**src/rtl/cell_bist_pkg.sv**
```systemverilog
// cell_bist_pkg: shared definitions for the 4-input cell BIST sequencer.
//   - state_t      : sequencer FSM states
//   - misr_taps()  : MISR feedback polynomial per signature width
//   - oai22_exp()  : golden OAI22 response for a {A0,A1,B0,B1} vector
//   - vec_of()     : step -> vector mapping (binary, or Gray when
//                    CELL_BIST_GRAY_ORDER_EN is defined)
package cell_bist_pkg;

    typedef enum logic [2:0] {
        ST_IDLE,
        ST_APPLY,
        ST_SETTLE,
        ST_SAMPLE,
        ST_DONE
    } state_t;

    localparam logic [31:0] MISR_TAPS_8  = 32'h0000_001D; // x^8+x^4+x^3+x^2+1
    localparam logic [31:0] MISR_TAPS_16 = 32'h0000_1021; // CCITT
    localparam logic [31:0] MISR_TAPS_24 = 32'h0086_4CFB; // CRC-24
    localparam logic [31:0] MISR_TAPS_32 = 32'h04C1_1DB7; // CRC-32

    // Widths without a listed polynomial fall back to the 8-bit taps, which
    // still give a usable (if not maximal-length) compactor.
    function automatic logic [31:0] misr_taps(input int unsigned w);
        case (w)
            8:       return MISR_TAPS_8;
            16:      return MISR_TAPS_16;
            24:      return MISR_TAPS_24;
            32:      return MISR_TAPS_32;
            default: return MISR_TAPS_8;
        endcase
    endfunction

    // vec = {A0,A1,B0,B1}
    function automatic logic oai22_exp(input logic [3:0] vec);
        return ~((vec[3] | vec[2]) & (vec[1] | vec[0]));
    endfunction

    function automatic logic [3:0] vec_of(input logic [3:0] step);
`ifdef CELL_BIST_GRAY_ORDER_EN
        return step ^ (step >> 1);
`else
        return step;
`endif
    endfunction

endpackage

```
**src/rtl/cell_bist_misr.sv**
```systemverilog
// cell_bist_misr: serial-input MISR with enable and synchronous clear.
// Ports:
//   clk_i  : clock
//   rst_i  : synchronous active-high reset (signature -> 0)
//   clr_i  : synchronous clear, has priority over en_i
//   en_i   : shift one serial bit in
//   din_i  : serial input bit
//   sig_o  : current signature
module cell_bist_misr #(
    parameter int unsigned      WIDTH = 16,
    parameter logic [WIDTH-1:0] TAPS  = '1
) (
    input  logic             clk_i,
    input  logic             rst_i,
    input  logic             clr_i,
    input  logic             en_i,
    input  logic             din_i,
    output logic [WIDTH-1:0] sig_o
);

    logic [WIDTH-1:0] sig_q, sig_d;

    always_comb begin
        sig_d = sig_q;
        if (clr_i) begin
            sig_d = '0;
        end else if (en_i) begin
            sig_d = {sig_q[WIDTH-2:0], 1'b0}
                  ^ (sig_q[WIDTH-1] ? TAPS : '0)
                  ^ {{(WIDTH-1){1'b0}}, din_i};
        end
    end

    always_ff @(posedge clk_i) begin
        if (rst_i) sig_q <= '0;
        else       sig_q <= sig_d;
    end

    assign sig_o = sig_q;

endmodule

```
**src/rtl/cell_bist_4in.sv**
```systemverilog
// cell_bist_4in: BIST sequencer for a 4-input combinational cell (OAI22).
// Applies 16 vectors, waits SETTLE_CYCLES, samples Y_DUT against the golden
// model, counts mismatches and compresses all samples into a MISR.
// Ports:
//   CLK, RST         : clock, synchronous active-high reset
//   START            : begin a run (accepted in IDLE or DONE only)
//   A0,A1,B0,B1      : drive to the cell under test ({A0,A1,B0,B1} = vector)
//   Y_DUT            : cell output under test
//   BUSY, DONE, PASS : run status (PASS valid while DONE)
//   FAIL_CNT         : mismatching vectors, 0..16
//   FIRST_FAIL_VEC   : vector of the first mismatch, 0 if none
//   SIGNATURE        : MISR over sampled Y_DUT
// Build option: define CELL_BIST_GRAY_ORDER_EN for Gray vector order.
module cell_bist_4in
    import cell_bist_pkg::*;
#(
    parameter int unsigned SETTLE_CYCLES = 2,
    parameter int unsigned MISR_WIDTH    = 16
) (
    input  logic                  CLK,
    input  logic                  RST,
    input  logic                  START,
    output logic                  A0,
    output logic                  A1,
    output logic                  B0,
    output logic                  B1,
    input  logic                  Y_DUT,
    output logic                  BUSY,
    output logic                  DONE,
    output logic                  PASS,
    output logic [4:0]            FAIL_CNT,
    output logic [3:0]            FIRST_FAIL_VEC,
    output logic [MISR_WIDTH-1:0] SIGNATURE
);

    localparam logic [31:0]           TAPS_FULL   = misr_taps(MISR_WIDTH);
    localparam logic [MISR_WIDTH-1:0] TAPS        = TAPS_FULL[MISR_WIDTH-1:0];
    localparam logic [3:0]            SETTLE_LAST =
        4'((SETTLE_CYCLES == 0) ? 0 : SETTLE_CYCLES - 1);

    state_t     state_q, state_d;
    logic [3:0] step_q, step_d;
    logic [3:0] cnt_q, cnt_d;
    logic [3:0] vec_q, vec_d;
    logic       busy_q, busy_d;
    logic       done_q, done_d;
    logic [4:0] fail_q, fail_d;
    logic [3:0] first_q, first_d;
    logic       misr_clr, misr_en;
    logic       mismatch;

    // The driven vector is registered, so vec_q is exactly what the cell sees.
    assign mismatch = (Y_DUT != oai22_exp(vec_q));

    always_comb begin
        state_d  = state_q;
        step_d   = step_q;
        cnt_d    = cnt_q;
        vec_d    = vec_q;
        busy_d   = busy_q;
        done_d   = done_q;
        fail_d   = fail_q;
        first_d  = first_q;
        misr_clr = 1'b0;
        misr_en  = 1'b0;
        case (state_q)
            ST_IDLE, ST_DONE: begin
                // Vector outputs are left alone so DONE holds the last vector.
                if (START) begin
                    state_d  = ST_APPLY;
                    step_d   = '0;
                    fail_d   = '0;
                    first_d  = '0;
                    misr_clr = 1'b1;
                    busy_d   = 1'b1;
                    done_d   = 1'b0;
                end
            end
            ST_APPLY: begin
                vec_d = vec_of(step_q);
                cnt_d = '0;
                if (SETTLE_CYCLES > 0) state_d = ST_SETTLE;
                else                   state_d = ST_SAMPLE;
            end
            ST_SETTLE: begin
                if (cnt_q == SETTLE_LAST) state_d = ST_SAMPLE;
                else                      cnt_d   = cnt_q + 4'd1;
            end
            ST_SAMPLE: begin
                misr_en = 1'b1;
                if (mismatch) begin
                    if (fail_q < 5'd16) fail_d  = fail_q + 5'd1;
                    if (fail_q == '0)   first_d = vec_q;
                end
                if (step_q == 4'd15) begin
                    state_d = ST_DONE;
                    busy_d  = 1'b0;
                    done_d  = 1'b1;
                end else begin
                    step_d  = step_q + 4'd1;
                    state_d = ST_APPLY;
                end
            end
            default: state_d = ST_IDLE;
        endcase
    end

    always_ff @(posedge CLK) begin
        if (RST) begin
            state_q <= ST_IDLE;
            step_q  <= '0;
            cnt_q   <= '0;
            vec_q   <= '0;
            busy_q  <= 1'b0;
            done_q  <= 1'b0;
            fail_q  <= '0;
            first_q <= '0;
        end else begin
            state_q <= state_d;
            step_q  <= step_d;
            cnt_q   <= cnt_d;
            vec_q   <= vec_d;
            busy_q  <= busy_d;
            done_q  <= done_d;
            fail_q  <= fail_d;
            first_q <= first_d;
        end
    end

    cell_bist_misr #(
        .WIDTH (MISR_WIDTH),
        .TAPS  (TAPS)
    ) u_misr (
        .clk_i (CLK),
        .rst_i (RST),
        .clr_i (misr_clr),
        .en_i  (misr_en),
        .din_i (Y_DUT),
        .sig_o (SIGNATURE)
    );

    assign {A0, A1, B0, B1} = vec_q;
    assign BUSY           = busy_q;
    assign DONE           = done_q;
    assign PASS           = done_q & (fail_q == '0);
    assign FAIL_CNT       = fail_q;
    assign FIRST_FAIL_VEC = first_q;

endmodule

```
**config.mk**
```make
export PLATFORM = sky130hd
export DESIGN_NAME = cell_bist_4in
export DESIGN_NICKNAME = d
export VERILOG_FILES = /design/src/rtl/cell_bist_pkg.sv /design/src/rtl/cell_bist_misr.sv /design/src/rtl/cell_bist_4in.sv
export SDC_FILE = /design/constraint.sdc
export NUM_CORES = 1
export LEC_CHECK = 0
export BUFFER_PORTS_ARGS = -buffer_cell sky130_fd_sc_hd__clkbuf_2
export CAP_MARGIN = 5
export CELL_PAD_IN_SITES_DETAIL_PLACEMENT = 0
export CELL_PAD_IN_SITES_GLOBAL_PLACEMENT = 1
export CORE_MARGIN = 5
export CORE_UTILIZATION = 40
export CTS_CLUSTER_DIAMETER = 200
export DETAILED_ROUTE_END_ITERATION = 8
export PLACE_DENSITY = 0.88
export SLEW_MARGIN = 30
export SYNTH_ARGS = -nofsm -noshare
export SYNTH_HDL_FRONTEND = slang
export SYNTH_SLANG_ARGS = --single-unit
```
**constraint.sdc**
```tcl
create_clock -name CLK -period 1.9 [get_ports CLK]
set_clock_uncertainty 0.1 [all_clocks]
set_input_delay 0.095 -clock CLK [delete_from_list [all_inputs] [get_ports CLK]]
set_output_delay 0.095 -clock CLK [all_outputs]
set_load 0.05 [all_outputs]
```
==> reports/results.tsv <==
stage	metric	value	unit
yosys	Seq cells post-synth	42	
final_layout	Final Non-Filler Cells	317	
clock_tree	Clock Sinks	42	
clock_tree	Worst-Skew Late Latency	0.30	ns
place	number of port buffers	35	
sta	fmax	552	MHz
sta	RSZ-0062 raised after global routing	false	
die	num ports	36	
yosys	Cells after Synth	217	
die	total core area	0.00466	mm²
yosys	Yosys top cell area share	44.6	%
sta	final setup fails	0	
critical_path	crit path launch type	register	
clock_tree	CTS buffer count	5	
yosys	XOR/XNOR Fraction of Synth Area	4.58	%
critical_path	flop-to-flop setup slack	0.20	ns
critical_path	Required @ worst endpoint	1.70	ns
detailed_routing	via count	1671	
clock_tree	Setup Fix Bufs, Post-CTS	0	
yosys	Synth Warn #	0	
yosys	area leader, netlist	dfxtp_1	
sta	Slew @ Worst Pin	0.433	ns
detailed_routing	routed wire length	4210	µm
grt	grt ovf	0	
sta	Tmin final	1.81	ns
die	Die W	78.6	µm
pwr	Worst IR Drop VDD	0.000564	V
hold_path	Worst Hold Class	input pin to register	
yosys	Post-Synth Adder-Cell Area	3.32	%
clock_tree	clock transition at the registers of the reported paths	0.08	ns
yosys	synth unique cells	41	
place	pre-CTS WS	0.148	ns
job	MaxCap Viol Count	0	
place	DP Cell Count	309	
final_layout	nets@finish	271	
sta	final period utilization	95.3	%
place	hpwl dp	3010	µm
clock_tree	Clock Root Buffer	clkbuf_8	
yosys	Mean Syn Cell Area	8.68	µm²
sta	Max-slew headroom	71.1	%
detailed_routing	Pre-Repair DR Iteration Count	5	
final_layout	post-route design area	0.00235	mm²
grt	via count of the first global-routing pass	1539	
critical_path	critical path class	register to output port	
grt	largest net degree at the start of global routing	31	
final_layout	layout cells sized above 1	27.0	%
final_layout	diodes inserted	0	
die	FP Rows	25	
critical_path	Worst EP arrival	1.62	ns
final_layout	fill count	429	
clock_tree	CTS tree	yes	
detailed_routing	wire length per cell	13.3	µm
detailed_routing	vias per cell	5.27	
yosys	synthesized net count	226	
yosys	Compound-Gate Fraction of Synth Area	18.8	%
detailed_routing	post-route ant nets	0	
detailed_routing	drt initial violations	101	
yosys	synth top area cells	dfxtp_1 45%, nand2_1 6.6%, a21oi_1 6.4%	
clock_tree	CTS Buffer Depth	2	
place	GP Congestion	0.780	
grt	GRT Util Overall	14.4	%
sta	Setup TNS Final	0	ns
place	Area after DPL	0.00219	mm²
yosys	Post-Syn Area	0.00188	mm²
critical_path	largest stage delay on the critical path	0.53	ns
clock_tree	H-tree Lvls	2	
yosys	Seq/Total Area, Yosys	44.6	%
die	DIE HEIGHT	78.6	µm
die	DIE AREA	0.00618	mm²
die	Starting Density	40.4	%
detailed_routing	DRC violations left	0	
yosys	largest family of logic cells by synthesized area	simple AND/OR/NAND/NOR gates	
final_layout	Area Growth Syn to Fin	24.7	%
yosys	Async S/R FF share, synth	0	%
grt	first-pass GRT wire length	7190	µm
pwr	Leak	0.890	nW
yosys	Post-synth top cells	42 x dfxtp_1, 33 x nand2_1, 24 x a21oi_1	
outcome	outcome	complete, no violations	
sta	Final Worst Setup Slack	0.0885	ns
yosys	count leader, synth	dfxtp_1	
sta	Hold WS	0.0138	ns
pwr	PD cells	1010	mW/mm²
yosys	ys flop type	dfxtp_1	
critical_path	Crit Path Max Fanout	6	
critical_path	critical-path cell list	inv_1, ha_1, or4b_4, nor2_4, buf_6	
critical_path	Crit. End Element	output port	
grt	initial antenna violation count	0	
critical_path	Slowest-stage cell, CP	or4b_4	
yosys	count of flip-flops with a built-in enable after synthesis	0	
yosys	post-synthesis mux area share	3.19	%
sta	final hold viol count	0	
yosys	Synth Area in Simple Gates	20.5	%
sta	Slew Limit Fails	0	
final cells by class:
type	count	area, µm²	share of cell area [%]
clock buffer	6	82.6	3.51
tap	54	67.6	2.88
inverter	8	30.0	1.28
clock inverter	2	60.1	2.56
multi-input combinational	154	967	41.2
timing repair buffer	51	302	12.8
sequential	42	841	35.8
power by group:
part / internal, mW / switching [mW] / leakage, nW
Clock: 0.560 / 0.307 / 0.0714
Combinational: 0.200 / 0.330 / 0.479
Sequential: 0.924 / 0.0573 / 0.339
worst max-delay path, delay by kind of cell, from the launching register on:
kind / cells / cell delay, ns
buffers and inverters: 2 / 0.24
AND/OR/NAND/NOR: 2 / 0.64
flip-flops: 1 / 0.31
adder cells (fa/ha/maj): 1 / 0.13
cell families (layout without fill, tap and decap cells):
| logic type | count (synthesis) | after routing |
|---|---|---|
| AND/OR/NAND/NOR | 80 | 80 |
| multiplexers | 6 | 6 |
| flip-flops | 42 | 42 |
| buffers and inverters | 21 | 67 |
| adder cells (fa/ha/maj) | 5 | 5 |
| AO/OA/AOI/OAI | 54 | 54 |
| XOR/XNOR | 9 | 9 |
path summary, 6_finish.rpt:
path,start,depth (start not counted),endpoint
hold / removal,START,4,DONE
setup / recovery,FAIL_CNT[0],5,PASS
setup reg to reg,state_q[1],4,FAIL_CNT[0]
hold reg to reg,u_misr.sig_o[10],2,u_misr.sig_o[11]
placed cells by master (no fill, tap or decap), types with 2 or more instances in the layout:
cell       synthesis  layout
nand3_1            4       4
clkbuf_2           0      34
nand4_1            3       3
bufinv_16          0       2
buf_4              1      16
clkbuf_8           0       6
nor3_1             5       5
or3_1              2       2
mux2i_1            6       6
or2_2              2       2
nand2_1           33      33
nand3b_1           2       2
nor2_4             1       2
xnor2_1            7       6
a21oi_1           24      24
a32oi_1            5       5
nor2_1            20      19
o311ai_0           2       2
ha_1               5       5
a211oi_1           3       3
o21ai_0            5       5
dfxtp_1           42      42
o211ai_1           5       5
nor3b_2            2       2
inv_1              8       8
a31oi_1            3       3
what timing repair did:
item,in CTS,in global routing
gates resized for setup,2,3
cloned,0,0
hold buffers,0,0
pin swaps,0,0
endpoints found under the setup margin,1,2
per-layer routing:
layer | up-vias | share of wire, % | GRT usage, % | routed length, µm
met5 | - | 0 | 0 | 0
met3 | 6 | 5.8 | 4.01 | 242
li1 | 853 | - | - | -
met2 | 43 | 45 | 22.5 | 1880
met1 | 769 | 48 | 19.0 | 2020
met4 | 0 | 1.5 | 5.24 | 65
stage by stage:
stage	util [%]	power, mW
finish	50.4	2.38
global route	50.4	2.49
CTS	50.2	2.40
detailed placement	47.0	1.53
global placement	47.0	1.53
floorplan	-	1.37
state kept, by name, summed over array words and instances (netlist names):
signal	cells
state_q	3
BUSY	1
DONE	1
u_misr.sig_o	16
cnt_q	4
FIRST_FAIL_VEC	4
FAIL_CNT	5
vec_q	4
step_q	4
No activity file was read; power rests on OpenSTA's default activity.
